### src/rtl/memory_stage.sv
// RV32I MEM stage: data-memory req/gnt/rvalid handshake, load alignment/extension and the MEM/WB register.
// Optional macro MISALIGN_TRAP_EN: trap misaligned accesses instead of truncating the low address bits.
module memory_stage #(
  parameter int ADDR_W = 32,
  parameter int DATA_W = 32
) (
  input  logic              clk,
  input  logic              rst,
  input  logic              flush,
  input  logic              EX_valid,
  input  logic              EX_mem_read,
  input  logic              EX_mem_write,
  input  logic              EX_reg_write,
  input  logic [2:0]        EX_funct3,
  input  logic [31:0]       EX_ALU_result,
  input  logic [DATA_W-1:0] EX_store_data,
  input  logic [4:0]        EX_rd,
  input  logic [31:0]       EX_PC,
  output logic              MEM_stall,
  output logic              dmem_req,
  output logic              dmem_we,
  output logic [ADDR_W-1:0] dmem_addr,
  output logic [3:0]        dmem_be,
  output logic [DATA_W-1:0] dmem_wdata,
  input  logic              dmem_gnt,
  input  logic              dmem_rvalid,
  input  logic [DATA_W-1:0] dmem_rdata,
  output logic              EX_MEM_reg_write_reg,
  output logic [4:0]        EX_MEM_rd_reg,
  output logic [DATA_W-1:0] EX_RF_WR_Data_reg,
  output logic [31:0]       MEM_PC_reg,
  output logic              mem_trap,
  output logic [3:0]        mem_trap_cause,
  output logic [31:0]       mem_trap_tval
);

  typedef enum logic [1:0] {IDLE, REQ, RESP} state_t;

  localparam logic [1:0] SZ_B = 2'd0;
  localparam logic [1:0] SZ_H = 2'd1;
  localparam logic [1:0] SZ_W = 2'd2;

  state_t              state, state_nxt;
  logic                discard, discard_nxt;
  logic                is_load, mem_acc, misalign, trap_hit, rd_ok;
  logic                req, wb_we;
  logic [1:0]          acc_size, off;
  logic [3:0]          be;
  logic [DATA_W-1:0]   wb_data;

  function automatic logic [DATA_W-1:0] load_fmt(input logic [DATA_W-1:0] word,
                                                 input logic [1:0] lane,
                                                 input logic [1:0] size,
                                                 input logic uns);
    logic [DATA_W-1:0] sh;
    sh = word >> {lane, 3'b000};
    case (size)
      SZ_B:    load_fmt = uns ? {{(DATA_W-8){1'b0}}, sh[7:0]}
                              : {{(DATA_W-8){sh[7]}}, sh[7:0]};
      SZ_H:    load_fmt = uns ? {{(DATA_W-16){1'b0}}, sh[15:0]}
                              : {{(DATA_W-16){sh[15]}}, sh[15:0]};
      default: load_fmt = word;
    endcase
  endfunction

  function automatic logic [DATA_W-1:0] store_fmt(input logic [DATA_W-1:0] data,
                                                  input logic [1:0] size);
    case (size)
      SZ_B:    store_fmt = {4{data[7:0]}};
      SZ_H:    store_fmt = {2{data[15:0]}};
      default: store_fmt = data;
    endcase
  endfunction

  assign is_load = EX_mem_read;
  assign mem_acc = EX_valid && (EX_mem_read || EX_mem_write);
  assign rd_ok   = EX_reg_write && (EX_rd != 5'd0);

  // Loads decode size from funct3[1:0] (LBU/LHU share it); stores only know SB/SH, the rest is SW.
  always_comb begin
    acc_size = SZ_W;
    if (is_load) begin
      case (EX_funct3[1:0])
        2'b00:   acc_size = SZ_B;
        2'b01:   acc_size = SZ_H;
        default: acc_size = SZ_W;
      endcase
    end else begin
      case (EX_funct3)
        3'b000:  acc_size = SZ_B;
        3'b001:  acc_size = SZ_H;
        default: acc_size = SZ_W;
      endcase
    end
  end

  assign misalign = ((acc_size == SZ_H) && EX_ALU_result[0]) ||
                    ((acc_size == SZ_W) && (EX_ALU_result[1:0] != 2'b00));

`ifdef MISALIGN_TRAP_EN
  assign trap_hit = mem_acc && misalign;
  assign off      = EX_ALU_result[1:0];
`else
  assign trap_hit = 1'b0;
  assign off      = (acc_size == SZ_B) ? EX_ALU_result[1:0] :
                    (acc_size == SZ_H) ? {EX_ALU_result[1], 1'b0} : 2'b00;
`endif

  always_comb begin
    case (acc_size)
      SZ_B:    be = 4'b0001 << off;
      SZ_H:    be = 4'b0011 << off;
      default: be = 4'b1111;
    endcase
  end

  // Request fields derive from EX/MEM, which is held stable while stalled.
  assign dmem_req   = req;
  assign dmem_we    = req && EX_mem_write && !EX_mem_read;
  assign dmem_addr  = req ? {EX_ALU_result[ADDR_W-1:2], 2'b00} : '0;
  assign dmem_be    = req ? be : 4'b0000;
  assign dmem_wdata = req ? store_fmt(EX_store_data, acc_size) : '0;
  assign MEM_stall  = (state == RESP) ? !dmem_rvalid : (req && !(dmem_gnt && !is_load));

  always_comb begin
    state_nxt   = state;
    discard_nxt = discard;
    req         = 1'b0;
    wb_we       = 1'b0;
    wb_data     = EX_ALU_result;
    case (state)
      IDLE: begin
        if (!flush && mem_acc && !trap_hit) begin
          req = 1'b1;
          if (!dmem_gnt)    state_nxt = REQ;
          else if (is_load) state_nxt = RESP;
        end else if (!flush && EX_valid && !mem_acc) begin
          wb_we = rd_ok;
        end
      end
      REQ: begin
        if (flush) begin
          state_nxt = IDLE;
        end else begin
          req = 1'b1;
          if (dmem_gnt) state_nxt = is_load ? RESP : IDLE;
        end
      end
      RESP: begin
        if (dmem_rvalid) begin
          state_nxt   = IDLE;
          discard_nxt = 1'b0;
          wb_data     = load_fmt(dmem_rdata, off, acc_size, EX_funct3[2]);
          wb_we       = !discard && !flush && rd_ok;
        end else if (flush) begin
          discard_nxt = 1'b1;
        end
      end
      default: state_nxt = IDLE;
    endcase
  end

  // MEM/WB boundary
  always_ff @(posedge clk or posedge rst) begin
    if (rst) begin
      state                <= IDLE;
      discard              <= 1'b0;
      EX_MEM_reg_write_reg <= 1'b0;
      EX_MEM_rd_reg        <= '0;
      EX_RF_WR_Data_reg    <= '0;
      MEM_PC_reg           <= '0;
    end else begin
      state                <= state_nxt;
      discard              <= discard_nxt;
      EX_MEM_reg_write_reg <= wb_we;
      EX_MEM_rd_reg        <= EX_rd;
      EX_RF_WR_Data_reg    <= wb_data;
      MEM_PC_reg           <= EX_PC;
    end
  end

`ifdef MISALIGN_TRAP_EN
  logic trap_fire;
  assign trap_fire = (state == IDLE) && trap_hit && !flush;

  always_ff @(posedge clk or posedge rst) begin
    if (rst) begin
      mem_trap       <= 1'b0;
      mem_trap_cause <= '0;
      mem_trap_tval  <= '0;
    end else begin
      mem_trap       <= trap_fire;
      mem_trap_cause <= trap_fire ? (is_load ? 4'd4 : 4'd6) : 4'd0;
      mem_trap_tval  <= trap_fire ? EX_ALU_result : 32'd0;
    end
  end
`else
  assign mem_trap       = 1'b0;
  assign mem_trap_cause = 4'd0;
  assign mem_trap_tval  = 32'd0;
`endif

endmodule

### config.mk
export PLATFORM = sky130hd
export DESIGN_NAME = memory_stage
export DESIGN_NICKNAME = d
export VERILOG_FILES = /design/src/rtl/memory_stage.sv
export SDC_FILE = /design/constraint.sdc
export NUM_CORES = 1
export LEC_CHECK = 0
export BUFFER_PORTS_ARGS = -buffer_cell sky130_fd_sc_hd__clkbuf_2
export CELL_PAD_IN_SITES_DETAIL_PLACEMENT = 0
export CELL_PAD_IN_SITES_GLOBAL_PLACEMENT = 1
export CORE_ASPECT_RATIO = 1.2
export CORE_MARGIN = 2
export CORE_UTILIZATION = 25
export DETAILED_ROUTE_END_ITERATION = 8
export PLACE_DENSITY = 0.87
export SLEW_MARGIN = 20
export SYNTH_ARGS = -nofsm -noshare
export SYNTH_HDL_FRONTEND = slang
export SYNTH_SLANG_ARGS = --single-unit
### constraint.sdc
create_clock -name clk -period 2 [get_ports clk]
set_input_delay 0.2 -clock clk [delete_from_list [all_inputs] [get_ports clk]]
set_output_delay 0.2 -clock clk [all_outputs]
set_load 0.01 [all_outputs]
==> impl_results.md <==
* Period utilization at 96.1%
* Max Used Layer: met4
* XOR/XNOR Fraction of Synth Area at 0%
* First-pass detailed-route iteration total at 4
* Endpoints failing setup at 0
* Worst Skew at 0.00757 ns
* Slowest cell on the critical path: dfrtp_1
* Hold EP: state[0]$_DFFE_PP0P_
* H-tree Lvls at 3
* Met3 WL at 1.29 mm
* Layout cells sized above 1 at 42.1%
* Setup crit end kind: output port
* Met2 wire length at 8.80 mm
* Reg2reg end: EX_RF_WR_Data_reg[27]$_DFF_PP0_
* Reg power frac at 37.0%
* Remaining routing DRC violations at 0
* Worst-path maximum fanout at 31
* Simple-gate share of the synthesized area at 19.3%
* Antenna violations before repair at 0
* Worst hold start: dmem_gnt
* Clock buffer depth at 2
* PD cells at 666 mW/mm^2
* Max frequency at 520 MHz
* Io pins at 323
* Synth area leaders: dfrtp_1 (43%), buf_4 (6.9%), and2_1 (5.8%), a21oi_1 (5.1%), nand2_1 (3.8%)
* Synthesis-stage register bit count at 73
* Crit path largest cell delay at 0.38 ns
* Clock power share at 40.0%
* Synth Instances at 466
* Iter 0 DRT Violations at 199
* Sequential area share after synthesis at 43.2%
* Comb pwr share at 22.9%
* Initial core utilization at 25.3%
* Setup CP Type: register to output port
* Die Ht at 146 um
* Fraction of the mapped netlist area in adder cells at 0%
* Peak supply drop at 0.329 mV
* Sum Neg Setup Slack at 0 ns
* Max-slew headroom at 51.7%
* Post-Syn Area at 0.00422 mm^2
* Routed wire per std cell at 16.3 um
* Detail Placement HPWL at 12.8 mm
* Reg2Reg Setup Slack at 0.30 ns
* Worst skew pair latency at 0.33 ns
* Slew Viols, Final at 0
* Sw frac at 28.3%
* Period minus WS final at 1.92 ns
* Critical Path RT at 1.80 ns
* Worst R2R Path Depth at 5
* Cell taking the most area after synthesis: dfrtp_1
* Post-synthesis mux area share at 2.49%
* Core Rows at 52
* RD Place Congestion at 0.731
* Worst-Margin Slew at 0.724 ns
* Cells along the critical path: a21oi_1 -> or3_4 -> buf_12 -> nor3_1 -> clkbuf_2
* Switching pwr at 1230 uW
* Routed vias/inst at 4.58
* Post-synth cell types at 42
* Core ar. at 0.0167 mm^2
* Hold Violations, Final at 0
* Met1 WL at 5.94 mm
* Area grow syn2layout at 54.4%
* Clock buffers created by TritonCTS at 9
* Status: finished clean
* Global-route wire length before repair at 24.3 mm
* WHS Path Cells at 2
* Critical Path AT at 1.72 ns
* Post-DRT Antenna Nets at 0
* GRT overflow at 0
* Synth Area per Inst at 9.06 um^2
* Worst Setup Start Kind: register
* CTS clk-pin slew, worst paths at 0.06 ns
* Hold crit path type: input pin to register
* Nets at 926
* Largest net degree at the start of global routing at 45
* Routed WL at 16.4 mm
* RSZ-0062 raised after global routing: false
* Worst Hold Margin at 0.0445 ns
* Top cell type's share of synthesized area at 43.2%
* CTS Root Cell: clkbuf_16
* Max_cap viols at 0
* Vias in the first global route at 4612
* Largest family of logic cells by synthesized area: compound AO/OA/AOI/OAI gates
* Complex-gate fraction of the synthesized area at 22.2%
* Die Area at 0.0180 mm^2
* Die Wd at 123 um
* Leak at 0.00332 uW
* CTS tree: yes
* Post CTS Setup Buffer Count at 0
* Ys Warns at 0
* GRT Util Overall at 17.7%
* Total number of vias at 4585
* Crit Reg-Reg Startpoint: state[0]$_DFFE_PP0P_
* ANT cells at 0
* P_int at 3110 uW
* CTS Sinks at 73
* Input/output buffers at 283
worst max-delay path: cells and delay by family (launching register included):
kind | cells | cell delay (ns)
flops | 1 | 0.38
buf+inv | 2 | 0.37
simple gates | 2 | 0.57
compound gates | 1 | 0.05
kinds of logic (layout without fill, tap and decap cells):
group / count (synthesis) / in the layout
mux: 10 / 10
compound gates: 139 / 139
simple gates: 153 / 153
buf+inv: 90 / 372
flops: 73 / 73
other cells: 1 / 39
cells in the final DEF, fill, tap and decap left out, types with 2 or more instances in the layout:
master           n
clkbuf_16        9
and2_1          39
and3_1           6
nor2b_1          3
o32ai_1          7
bufinv_16        2
nor2_1          25
nand2_1         43
mux2i_1          9
conb_1          39
buf_4           20
dlygate4sd3_1   38
buf_12           5
a221oi_1         7
o21ai_0         27
a21oi_1         43
inv_1            8
clkinvlp_4       2
o22ai_1          4
nor3_1           4
dfrtp_1         73
o2bb2ai_1       16
clkbuf_2       283
o31ai_1          6
a211oi_1        17
nand2b_1         3
o32a_1           6
nor3b_1         18
and3b_1          2
cell usage after synthesis, drive strengths merged:
master and count:
nor4b 1, a211oi 17, o221ai 1, nor2b 4, or4 1, o32a 6
o2bb2ai 16, dfrtp 73, a221oi 7, o41ai 1, nand2b 3, a21oi 43
a21boi 1, o31ai 6, mux2i 9, clkbuf 27, or3 2, a31oi 1
nand3 1, o22ai 4, nand2 43, mux2 1, and4b 1, a311oi 1
or2b 1, and3b 2, and2 39, conb 1, inv 10, nor3 4
and3 6, buf 53, o32ai 7, o21ai 27, nor2 26, nor3b 18
o311a 1, or2 1
layout make-up:
type / count / area [um^2]
sequential: 73 / 1830
clock buffer: 10 / 229
tap: 216 / 270
inverter: 10 / 41.3
multi-input combinational: 341 / 2020
clock inverter: 6 / 90.1
fill: 1711 / 10200
timing repair buffer: 346 / 2050
stage by stage:
stage	power [uW]	setup slack, ns	area [um^2]	instances	util (%)
CTS	4390	0.0144	6520	1002	39.0
global placement	2560	0.121	5820	948	34.8
detailed placement	2580	0.0427	5820	948	34.8
finish	4340	0.0785	6520	1002	39.0
floorplan	2150	0.359	4370	504	-
global route	4540	0.00955	6520	1002	39.0
worst max path at each step:
stage	startpoint	endpoint
floorplan	EX_funct3[1]	dmem_wdata[29]
global placement	EX_ALU_result[0]	EX_RF_WR_Data_reg[20]$_DFF_PP0_
detailed placement	EX_ALU_result[0]	EX_RF_WR_Data_reg[8]$_DFF_PP0_
CTS	state[0]$_DFFE_PP0P_	dmem_be[1]
global route	state[0]$_DFFE_PP0P_	dmem_be[1]
finish	state[0]$_DFFE_PP0P_	dmem_be[0]
power by group through the flow:
stage	registers [uW]	logic (uW)	clock network, uW
finish	1610	997	1740
global route	1610	1100	1830
CTS	1610	1000	1780
detailed placement	1630	943	0
global placement	1630	935	0
floorplan	1680	473	0
metal layers:
| metal | track usage, % | up-vias |
|---|---|---|
| met3 | 3.32 | 21 |
| met2 | 34.2 | 260 |
| met1 | 18.7 | 2111 |
| met4 | 5.63 | 0 |
| met5 | 0 | - |
| li1 | - | 2193 |
what timing repair did:
item                                    CTS  global route
hold buffers                             38             0
hold endpoints to repair                 52             0
resized for setup                         0             2
endpoints found under the setup margin    0            45
No activity file was read; power rests on OpenSTA's default activity.
